[src/rtl/hazard_ctrl.sv]
// ----------------------------------------------------------------------------
// hazard_ctrl
//   Pipeline sequencer for a 5-stage RV32I core. It drives the stall and flush
//   enables of the IF/ID, ID/EX, EX/MEM and MEM/WB pipeline registers, and the
//   select lines of the EX-stage forwarding muxes.
//
//   It detects load-use hazards and control hazards. It also tracks wait states
//   of a multi-cycle data memory, raises a sticky timeout flag, and counts the
//   cycles in which the front end is stalled.
//
// Ports
//   CLK, RST             clock (rising edge), asynchronous active-low reset
//   Rs1D, Rs2D           source registers in Decode
//   Rs1E, Rs2E           source registers in Execute
//   RdE, RdM, RdW        destination registers in Execute / Memory / WriteBack
//   ResultSrcE           result select of the Execute instruction
//   RegWriteM, RegWriteW register write enables in Memory / WriteBack
//   PCSrcE               taken branch or jump resolved in Execute
//   MemReqM, MemReadyM   data-memory request and ready handshake
//   ForwardAE/BE         SrcA/SrcB select: 00 regfile, 10 ALUResultM, 01 ResultW
//   StallF..FlushW       pipeline register hold/clear enables
//   MemTimeout           sticky flag: memory wait reached TIMEOUT cycles
//   StallCount           saturating count of cycles with StallF high
// ----------------------------------------------------------------------------
module hazard_ctrl #(
    parameter logic [2:0] LOAD_SRC = 3'b001,
    parameter int         TIMEOUT  = 16,
    parameter int         CNT_W    = 32
) (
    input  logic             CLK,
    input  logic             RST,
    input  logic [4:0]       Rs1D,
    input  logic [4:0]       Rs2D,
    input  logic [4:0]       Rs1E,
    input  logic [4:0]       Rs2E,
    input  logic [4:0]       RdE,
    input  logic [4:0]       RdM,
    input  logic [4:0]       RdW,
    input  logic [2:0]       ResultSrcE,
    input  logic             RegWriteM,
    input  logic             RegWriteW,
    input  logic             PCSrcE,
    input  logic             MemReqM,
    input  logic             MemReadyM,
    output logic [1:0]       ForwardAE,
    output logic [1:0]       ForwardBE,
    output logic             StallF,
    output logic             StallD,
    output logic             FlushD,
    output logic             StallE,
    output logic             FlushE,
    output logic             StallM,
    output logic             FlushW,
    output logic             MemTimeout,
    output logic [CNT_W-1:0] StallCount
);

    localparam int WCNT_W = $clog2(TIMEOUT + 1);
    localparam logic [WCNT_W-1:0] WCNT_MAX  = WCNT_W'(TIMEOUT);
    localparam logic [WCNT_W-1:0] WCNT_LAST = WCNT_W'(TIMEOUT - 1);

    typedef enum logic {
        S_IDLE,
        S_WAIT
    } state_t;

    state_t            state_q;
    logic [WCNT_W-1:0] wcnt_q;
    logic              timeout_q;
    logic [CNT_W-1:0]  stall_cnt_q;
    logic [CNT_W-1:0]  stall_cnt_d;

    logic lw_stall;
    logic mem_stall;

    // Memory stage has priority over WriteBack because it holds the newer value.
    function automatic logic [1:0] fwd_sel(input logic [4:0] rs);
        if (RegWriteM && (RdM != 5'd0) && (RdM == rs)) begin
            return 2'b10;
        end else if (RegWriteW && (RdW != 5'd0) && (RdW == rs)) begin
            return 2'b01;
        end else begin
            return 2'b00;
        end
    endfunction

    assign lw_stall  = (ResultSrcE == LOAD_SRC) && (RdE != 5'd0) &&
                       ((RdE == Rs1D) || (RdE == Rs2D));
    // A memory that is ready in the same cycle as the request never stalls.
    assign mem_stall = MemReqM && !MemReadyM;

    // Outputs are combinational so that a stall takes effect in the same cycle
    // that the hazard appears. Reset forces every enable low.
    always_comb begin
        // NOTE: every output gets a default first, so no path can infer a latch.
        ForwardAE = 2'b00;
        ForwardBE = 2'b00;
        StallF    = 1'b0;
        StallD    = 1'b0;
        FlushD    = 1'b0;
        StallE    = 1'b0;
        FlushE    = 1'b0;
        StallM    = 1'b0;
        FlushW    = 1'b0;
        if (RST) begin
            ForwardAE = fwd_sel(Rs1E);
            ForwardBE = fwd_sel(Rs2E);
            if (mem_stall) begin
                // The whole pipe freezes. A branch waiting in EX stays frozen
                // there and is flushed once the memory finishes.
                StallF = 1'b1;
                StallD = 1'b1;
                StallE = 1'b1;
                StallM = 1'b1;
                FlushW = 1'b1;
            end else if (PCSrcE) begin
                // A load-use stall on the wrong path is ignored; it is flushed anyway.
                FlushD = 1'b1;
                FlushE = 1'b1;
            end else if (lw_stall) begin
                StallF = 1'b1;
                StallD = 1'b1;
                FlushE = 1'b1;
            end
        end
    end

    assign stall_cnt_d = (StallF && (stall_cnt_q != '1)) ? stall_cnt_q + 1'b1 : stall_cnt_q;

    // NOTE: sequential state uses non-blocking assignments and resets asynchronously.
    always_ff @(posedge CLK or negedge RST) begin
        if (!RST) begin
            state_q     <= S_IDLE;
            wcnt_q      <= '0;
            timeout_q   <= 1'b0;
            stall_cnt_q <= '0;
        end else begin
            stall_cnt_q <= stall_cnt_d;
            case (state_q)
                S_IDLE: begin
                    if (mem_stall) begin
                        state_q <= S_WAIT;
                        wcnt_q  <= '0;
                    end
                end
                S_WAIT: begin
                    // The counter stops at TIMEOUT. The flag stays set until reset,
                    // and the FSM keeps waiting for the memory.
                    if (wcnt_q != WCNT_MAX) begin
                        wcnt_q <= wcnt_q + 1'b1;
                    end
                    if (wcnt_q == WCNT_LAST) begin
                        timeout_q <= 1'b1;
                    end
                    if (MemReadyM || !MemReqM) begin
                        state_q <= S_IDLE;
                    end
                end
                default: state_q <= S_IDLE;
            endcase
        end
    end

    assign MemTimeout = timeout_q;
    assign StallCount = stall_cnt_q;

endmodule

[config.mk]
export PLATFORM = sky130hd
export DESIGN_NAME = hazard_ctrl
export DESIGN_NICKNAME = d
export VERILOG_FILES = /design/src/rtl/hazard_ctrl.sv
export SDC_FILE = /design/constraint.sdc
export NUM_CORES = 1
export LEC_CHECK = 0
export ABC_AREA = 1
export CORE_ASPECT_RATIO = 0.75
export CORE_MARGIN = 2
export CORE_UTILIZATION = 40
export CTS_CLUSTER_DIAMETER = 120
export DETAILED_ROUTE_END_ITERATION = 7
export PLACE_DENSITY = 0.65
export SYNTH_ARGS = -nofsm -noshare
export SYNTH_HDL_FRONTEND = slang
export SYNTH_SLANG_ARGS = --single-unit
[constraint.sdc]
create_clock -name CLK -period 3.5 [get_ports CLK]
set_input_delay 0.525 -clock CLK [delete_from_list [all_inputs] [get_ports CLK]]
set_output_delay 0.525 -clock CLK [all_outputs]
set_load 0.01 [all_outputs]
=== Word-level counts from Yosys, hierarchy flattened ===
Index checks and enable logic that the tools add are counted.

* Equal/unequal tests: 12
* Bitwise logic cells: 1
* Add/sub/neg operators: 2
* Reduce and logical (&&, ||, !) cells: 19
* Multiplexer cells: 23

{| class="wikitable"
|+ Operator list
! cell !! count
|-
| $add A32 B1 Y32 const B || 1
|-
| $ne A32 B32 Y1 const B || 1
|-
| $eq A5 B5 Y1 || 6
|-
| $mux W1 || 15
|-
| $reduce_bool A5 Y1 || 3
|-
| $logic_and A1 B1 Y1 || 10
|-
| $mux W5 || 2
|-
| $pmux W5 S2 || 1
|-
| $mux W2 || 4
|-
| $add A5 B1 Y5 const B || 1
|-
| $eq A5 B4 Y1 const B || 1
|-
| $ne A5 B5 Y1 const B || 1
|-
| $reduce_and A2 Y1 || 2
|-
| $eq A3 B1 Y1 const B || 1
|-
| $logic_not A1 Y1 || 2
|-
| $logic_or A1 B1 Y1 || 2
|-
| $ne A2 B1 Y1 const B || 1
|-
| $ne A2 B2 Y1 const B || 1
|-
| $pmux W1 S2 || 1
|-
| $not A1 Y1 || 1
|}

* Bits in registers: 39
* Word-level logic and storage cells: 61
* Output and inout port bits: 44

=== Logic depth before layout (Yosys ltp) ===
Gate-level depths: netlist of run 1.

* Word-level depth: 8
* Gate-level depth with buffers: 13
* Depth with buffers taken out: 11

=== Worst setup path before layout of run 1 ===
Ideal clock, no wire load.

* Path kind: input to output
* From: input MemReqM
* To: output StallF
* Path buffers: 2
* Required time: 2.975 ns
* Stages: 8
* Setup slack: 1.353 ns
* Arrival time: 1.622 ns
* Cells stage by stage: inv_1 nor2_1 inv_1 nor2_1 inv_1 nand2_2 buf_2 buf_4

* Word-level cells in the longest chain between the ends: 3

{| class="wikitable"
|+ Ends and longest elaborated chain
! item !! line !! source
|-
| from (decl) || 43 || <nowiki>input logic MemReqM,</nowiki>
|-
| $logic_and A1 B1 Y1 || 90 || <nowiki>assign mem_stall = MemReqM && !MemReadyM;</nowiki>
|-
| $mux W1 (2 in series) || n/a ||
|-
| to (decl) || 47 || <nowiki>output logic StallF,</nowiki>
|}

No other way between the ends.

=== Final worst setup path of run 1 ===
* From: input RdM[2]
* To: output ForwardAE[0]

* Word-level cells in the longest chain between the ends: 5
* Elaborated cells on any way between the ends: 6
* Classes of those cells: eq/ne (1); mux (2); reduce/logical (3)

{| class="wikitable"
|+ Ends and longest elaborated chain
! item !! line !! source
|-
| from (decl) || 37 || <nowiki>input logic [4:0] RdM,</nowiki>
|-
| $reduce_bool A5 Y1 || 78 || <nowiki>if (RegWriteM && (RdM != 5'd0) && (RdM == rs)) begin</nowiki>
|-
| $logic_and A1 B1 Y1 || 78 ||
|-
| $logic_and A1 B1 Y1 (*) || 78 ||
|-
| $mux W2 (*) || 78 ||
|-
| $mux W2 (*) || 105 || <nowiki>if (RST) begin</nowiki>
|-
| to (decl) || 45 || <nowiki>output logic [1:0] ForwardAE,</nowiki>
|}

Mark *: on every way between the ends. The rest lies on a longest branch, timed or not.

==> results of run 1 <==
## per-stage QoR
step           hold slack, ps  instance area [um2]  setup slack (ps)
3_3_place_gp            444.3                 4005             494.7
4_1_cts                 418.2                 4118             433.6
3_5_place_dp            457.8                 4005             437.3
5_1_grt                 436.0                 4118             261.4
6_report                386.5                 4118             387.2
2_1_floorplan           229.4                 3065              1353
## logic make-up (layout without fill, tap and decap cells)
group | count (synthesis) | after routing | share of synthesized area (%)
flip-flops | 39 | 39 | 31.84
adder cells (fa/ha/maj) | 4 | 4 | 1.633
AO/OA/AOI/OAI | 21 | 21 | 3.959
AND/OR/NAND/NOR | 309 | 309 | 43.47
buffers and inverters | 59 | 146 | 8.530
XOR/XNOR | 37 | 37 | 10.57
## power breakdown
part | switching, uW | internal (uW)
clock network | 171 | 212
logic | 125 | 133
registers | 38.6 | 474
total | 335 | 819
## layer usage
metal	GRT usage (%)	up-vias	part of all wire [%]
met5	0	-	0
met3	4.816	13	5.7
met2	34.16	104	41
li1	-	1657	-
met1	33.70	1492	52
met4	6.133	0	1.4
## worst paths after layout
check	end	slack, ps	depth (start not counted)
min in group CLK	MemTimeout	470	1
worst min register to register	MemTimeout	470	1
max in group asynchronous	StallCount[2]	2770	2
worst max register to register	StallCount[9]	1370	9
worst min-delay path	StallCount[15]	390	2
worst max-delay path	ForwardAE[0]	390	6
## worst register-to-register path: cells and delay by family, from the launching register on
family                   cells  cell delay, ps
AND/OR/NAND/NOR              7            1180
flip-flops                   1             440
adder cells (fa/ha/maj)      1             310
buffers and inverters        1             140
## registers in the layout, indices dropped and copies added (netlist names)
signal and flops:
StallCount 32, wcnt_q 5, MemTimeout 1, state_q 1
## cells in the final DEF, fill, tap and decap left out, types with 2 or more instances in the layout
master and instances:
sky130_fd_sc_hd__a211oi_1 2, sky130_fd_sc_hd__a21oi_1 5, sky130_fd_sc_hd__buf_4 3, sky130_fd_sc_hd__clkbuf_8 5, sky130_fd_sc_hd__clkdlybuf4s50_1 87, sky130_fd_sc_hd__dfrtp_1 39
sky130_fd_sc_hd__ha_1 4, sky130_fd_sc_hd__inv_1 43, sky130_fd_sc_hd__inv_2 4, sky130_fd_sc_hd__nand2_1 164, sky130_fd_sc_hd__nand2_2 2, sky130_fd_sc_hd__nand3_1 47
sky130_fd_sc_hd__nand3_2 2, sky130_fd_sc_hd__nand3b_1 6, sky130_fd_sc_hd__nand4_1 10, sky130_fd_sc_hd__nor2_1 57, sky130_fd_sc_hd__nor2_2 2, sky130_fd_sc_hd__nor3_1 12
sky130_fd_sc_hd__nor4_1 2, sky130_fd_sc_hd__o21ai_0 7, sky130_fd_sc_hd__o22ai_1 4, sky130_fd_sc_hd__or2_2 2, sky130_fd_sc_hd__xnor2_1 17, sky130_fd_sc_hd__xor2_1 20
## final cells by class
class | instances | area (um2)
clock buffer | 5 | 68.82
clock inverter | 3 | 43.79
fill | 709 | 3281
inverter | 47 | 176.4
multi-input combinational | 371 | 1828
sequential | 39 | 975.9
tap | 101 | 126.4
timing repair buffer | 91 | 898.4
==> impl_metrics.env, run 1 <==
export IMPL_status="complete, no violations"
export IMPL_ys_seq_area_share_pct=31.84
export IMPL_cts_sinks=39
export IMPL_total_leakage_power_uw=0.001950
export IMPL_crit_path_start="RdM[2]"
export IMPL_cts_post_setup_buffers_inserted=0
export IMPL_antennaDiodeCount=0
export IMPL_power_ir_vdd_worst_mv=0.2084
export IMPL_globalRouteTotalUtil_pct=22.99
export IMPL_initialDrtViolationCount=180
export IMPL_floorplan_io_pins=89
export IMPL_fp_dieArea_mm2=0.008387
export IMPL_powerDensity_mw_per_mm2=280.2
export IMPL_crit_top_cell="sky130_fd_sc_hd__clkdlybuf4s50_1"
export IMPL_crit_arrival_ps=2590
export IMPL_cts_hold_buffers=0
export IMPL_die_width_um=105.1
export IMPL_total_neg_setup_slack_ps=0
export IMPL_post_cts_resize_count=0
export IMPL_yosys_cell_count_top_type="sky130_fd_sc_hd__nand2_1"
export IMPL_biggest_area_contributors_in_the_synthesized_netlist="sky130_fd_sc_hd__dfrtp_1, sky130_fd_sc_hd__nand2_1, sky130_fd_sc_hd__nand3_1, sky130_fd_sc_hd__nor2_1, sky130_fd_sc_hd__xor2_1"
export IMPL_netlist_instances=469
export IMPL_drt_drc_violations_left=0
export IMPL_ys_async_sr_fraction_pct=100.0
export IMPL_total_power_uw=1154
export IMPL_top_cell_type_s_share_of_synthesized_area_pct=31.84
export IMPL_critPathSlowestCell="sky130_fd_sc_hd__clkdlybuf4s50_1"
export IMPL_netlist_top_cells_count="sky130_fd_sc_hd__nand2_1, sky130_fd_sc_hd__nor2_1, sky130_fd_sc_hd__nand3_1"
export IMPL_period_needed_ps=3113
export IMPL_worst_path_dominant_cell_family="buffers and inverters"
export IMPL_final_core_util_pct=55.66
export IMPL_wl_per_cell_um=13.85
export IMPL_floorplan_initialDensity_pct=41.43
export IMPL_timing_worst_setup_path_type="primary input to primary output"
export IMPL_synth_nets=518
export IMPL_cts_max_path_buffers=2
export IMPL_drt_pre_antenna_iters=5
export IMPL_critical_path_required_ps=2970
export IMPL_slew_headroom_pct=49.88
export IMPL_cts_max_level=2
export IMPL_synth_ff_type="sky130_fd_sc_hd__dfrtp_1"
export IMPL_finish_cell_count_without_fillers=657
export IMPL_max_slew_worst_pin_slew_ps=746.1
export IMPL_worst_clock_skew_ps=8.344
export IMPL_rows=27
export IMPL_die_height_um=79.82
export IMPL_cp_slowest_stage_delay_ps=570
export IMPL_clkTransAtPathRegs_ps=80
export IMPL_gr_total_overflow=0
export IMPL_hold_path_class="primary input to asynchronous set/reset pin"
export IMPL_rsz0062_at_grt="no"
export IMPL_number_of_unique_standard_cell_types_used_by_synthesis=31
export IMPL_syn_to_final_growth_pct=34.33
export IMPL_crit_buf_inv=3
export IMPL_worstSetupEndpointType="primary output"
export IMPL_clk_root_buffer_cell="sky130_fd_sc_hd__clkbuf_8"
export IMPL_cp_cell_sequence="clkdlybuf4s50_1, or2_2, o41ai_1, inv_1, a21oi_1, clkdlybuf4s50_1"
export IMPL_achievable_frequency_ghz=0.3213
export IMPL_drt_vias_per_instance=4.971
export IMPL_clock_insertion_delay_worst_skew_ps=300
export IMPL_yosys_register_bits=39
export IMPL_design_final_nets=604
export IMPL_place_congestion=0.9479
export IMPL_cap_viol_max_count=0
export IMPL_grt_pass1_vias=3192
export IMPL_detail_route_wirelength_um=9102
export IMPL_synth_largest_area_cell="sky130_fd_sc_hd__dfrtp_1"
export IMPL_dp_cells=649
export IMPL_crit_fanout=3
export IMPL_maximum_number_of_pins_on_one_net_before_global_route_repair=40
export IMPL_tritoncts_clock_tree="done"
export IMPL_final_layout_size_suffix_gt1_share_pct=4.676
export IMPL_grt_pass1_wl_um=15430
export IMPL_core_area_mm2=0.007398
export IMPL_number_of_flops_mapped_to_enable_cells_by_yosys=0
export IMPL_synthesis_yosys_warnings=0
export IMPL_syn_area_per_cell_um2=6.536
export IMPL_mappedNetlistArea_mm2=0.003065
export IMPL_antenna_found_initial=0
export IMPL_numPortBuffers=88
export IMPL_final_antenna_net_count=0
export IMPL_timing_final_crit_share_pct=88.94
export IMPL_timing_final_max_slew_violations=0
export IMPL_post_dp_hpwl_um=7153
export IMPL_regToRegStartpoint="StallCount[0]"
export IMPL_dr_total_vias=3266
export IMPL_finalSetupViolations=0
export IMPL_critPathLaunchType="primary input"
export IMPL_numCtsBuffers=5
export IMPL_finalHoldViolations=0
Note: power is estimated with default switching activity, not from simulation.
==> inputs of run 2 (changes only) <==
--- a/config.mk
+++ b/config.mk
@@ -12,6 +12,7 @@
 export CTS_CLUSTER_DIAMETER = 120
 export DETAILED_ROUTE_END_ITERATION = 7
 export PLACE_DENSITY = 0.65
+export REMOVE_ABC_BUFFERS = 1
 export SYNTH_ARGS = -nofsm -noshare
 export SYNTH_HDL_FRONTEND = slang
 export SYNTH_SLANG_ARGS = --single-unit
==> constraint.sdc (replaced) <==
create_clock -name CLK -period 3.5 [get_ports CLK]
set_input_delay 0.525 -clock CLK [delete_from_list [all_inputs] [get_ports CLK]]
set_output_delay 0.525 -clock CLK [all_outputs]
set_load 0.02 [all_outputs]
==> run 2 against run 1 <==
Net effect: first-iteration DRC count down 1.1%; critical endpoint unchanged; combinational power up 8.1%; global-route usage about the same; via count down 0.95%; sequential share of layout area about the same; critical path type unchanged; die area unchanged; register-to-register slack better by 90 ps; clock power up 3%; largest cell class unchanged.
==> impl_metrics.env, run 2 (synthesis gave the netlist of run 1 again) <==
export IMPL_multi_input_area_mm2=0.001828
export IMPL_power_ir_vdd_worst_mv=0.1283
export IMPL_grt_pass1_vias=3131
export IMPL_timing_worst_setup_path_type="primary input to primary output"
export IMPL_powerDensity_mw_per_mm2=286.7
export IMPL_core_area_mm2=0.007398
export IMPL_crit_fanout=3
export IMPL_critical_path_reg2reg_endpoint="StallCount[12]"
export IMPL_maximum_number_of_pins_on_one_net_before_global_route_repair=34
export IMPL_place_congestion=0.9267
export IMPL_timing_final_crit_share_pct=87.79
export IMPL_max_slew_worst_pin_slew_ps=682.3
export IMPL_post_cts_resize_count=0
export IMPL_area_of_all_sequential_standard_cells_um2=975.9
export IMPL_syn_to_final_growth_pct=34.57
export IMPL_total_leakage_power_uw=0.001955
export IMPL_finalSetupViolations=0
export IMPL_tritoncts_clock_tree="done"
export IMPL_drt_vias_per_instance=4.916
export IMPL_clk_root_buffer_cell="sky130_fd_sc_hd__clkbuf_8"
export IMPL_reg2reg_depth=9
export IMPL_status="complete, no violations"
export IMPL_period_needed_ps=3073
export IMPL_worst_clock_skew_ps=10.11
export IMPL_floorplan_initialDensity_pct=41.43
export IMPL_num_fill_cells=728
export IMPL_wl_per_cell_um=13.88
export IMPL_clock_insertion_delay_worst_skew_ps=300
export IMPL_grt_pass1_wl_um=15360
export IMPL_final_common_cell="sky130_fd_sc_hd__nand2_1"
export IMPL_regToRegStartpoint="StallCount[0]"
export IMPL_final_layout_size_suffix_gt1_share_pct=4.847
export IMPL_drt_drc_violations_left=0
export IMPL_grtUsageMet3_pct=2.939
export IMPL_worst_path_dominant_cell_family="buffers and inverters"
export IMPL_critPathSlowestCell="sky130_fd_sc_hd__clkdlybuf4s50_1"
export IMPL_floorplan_io_pins=89
export IMPL_achievable_frequency_ghz=0.3255
export IMPL_post_dp_hpwl_um=7273
export IMPL_antennaDiodeCount=0
export IMPL_hold_path_class="primary input to asynchronous set/reset pin"
export IMPL_numCtsBuffers=5
export IMPL_use_met1_pct=34.07
export IMPL_cp_slowest_stage_delay_ps=620
export IMPL_numPortBuffers=88
export IMPL_final_antenna_net_count=0
export IMPL_gr_total_overflow=0
export IMPL_total_power_uw=1183
export IMPL_finalHoldViolations=0
export IMPL_cts_max_level=2
export IMPL_crit_arrival_ps=2550
export IMPL_die_height_um=79.82
export IMPL_rsz0062_at_grt="no"
export IMPL_die_width_um=105.1
export IMPL_cap_viol_max_count=0
export IMPL_total_neg_setup_slack_ps=0
export IMPL_crit_buf_inv=4
export IMPL_final_core_util_pct=55.76
export IMPL_critical_path_required_ps=2970
export IMPL_initialDrtViolationCount=178
export IMPL_cp_cell_sequence="clkdlybuf4s50_1, or2_2, o41ai_1, buf_4, inv_1, a21oi_1, clkdlybuf4s50_1"
export IMPL_dr_total_vias=3235
export IMPL_worstSetupEndpointType="primary output"
export IMPL_globalRouteTotalUtil_pct=23.03
export IMPL_rows=27
export IMPL_regToRegSetupSlack_ps=1460
export IMPL_cts_hold_buffers=0
export IMPL_clkTransAtPathRegs_ps=90
export IMPL_detail_route_wirelength_um=9135
export IMPL_fp_dieArea_mm2=0.008387
export IMPL_cts_post_setup_buffers_inserted=0
export IMPL_most_utilized_layer_in_the_global_route_result="met2"
export IMPL_crit_top_cell="sky130_fd_sc_hd__clkdlybuf4s50_1"
export IMPL_cts_sinks=39
export IMPL_antenna_found_initial=0
export IMPL_drt_pre_antenna_iters=4
export IMPL_largest_register_ffs=32
export IMPL_cts_max_path_buffers=2
export IMPL_timing_final_max_slew_violations=0
export IMPL_design_final_nets=605
export IMPL_critPathLaunchType="primary input"
export IMPL_layout_cells_most_common_list="sky130_fd_sc_hd__nand2_1, sky130_fd_sc_hd__clkdlybuf4s50_1, sky130_fd_sc_hd__nor2_1"
export IMPL_slew_headroom_pct=54.16
export IMPL_grt_util_met2_pct=35.45
[run 2: where the power goes]
group          internal, uW  total [uW]  switching (uW)
combinational           134         279             145
sequential              474         511            36.8
clock                   213         394             181
[run 2: final cells by class]
type,count,share of cell area [%]
tap,101,3.063
inverter,47,4.277
clock inverter,3,1.062
sequential,39,23.66
multi-input combinational,371,44.31
timing repair buffer,92,21.96
clock buffer,5,1.668
[run 2: through the flow]
stage | hold slack, ps | area, um2 | cells | setup slack [ps]
finish | 94.03 | 4125 | 658 | 427.5
global route | 90.57 | 4125 | 658 | 343.5
CTS | 96.81 | 4125 | 658 | 409.3
detailed placement | 428.6 | 4013 | 650 | 428.6
global placement | 426.9 | 4013 | 650 | 454.5
floorplan | 229.4 | 2980 | 457 | 595.2
[run 2: routing by layer]
metal  up-vias  part of all wire, %  wire, um
met3        11                  5.5       504
met5         -                    0         0
met2        96                   41      3763
met1      1458                   52      4765
met4         0                  1.1       102
li1       1670                    -         -
[run 2: how the worst max path moves through the flow]
stage,startpoint,end,slack (ps),cells after the start
detailed placement,RdM[2],ForwardAE[0],430,7
CTS,RdM[2],ForwardAE[0],410,7
global route,RdM[2],ForwardBE[0],340,7
floorplan,MemReqM,StallCount[0],600,9
global placement,RdM[2],ForwardBE[0],450,7
finish,RdM[2],ForwardAE[0],430,7
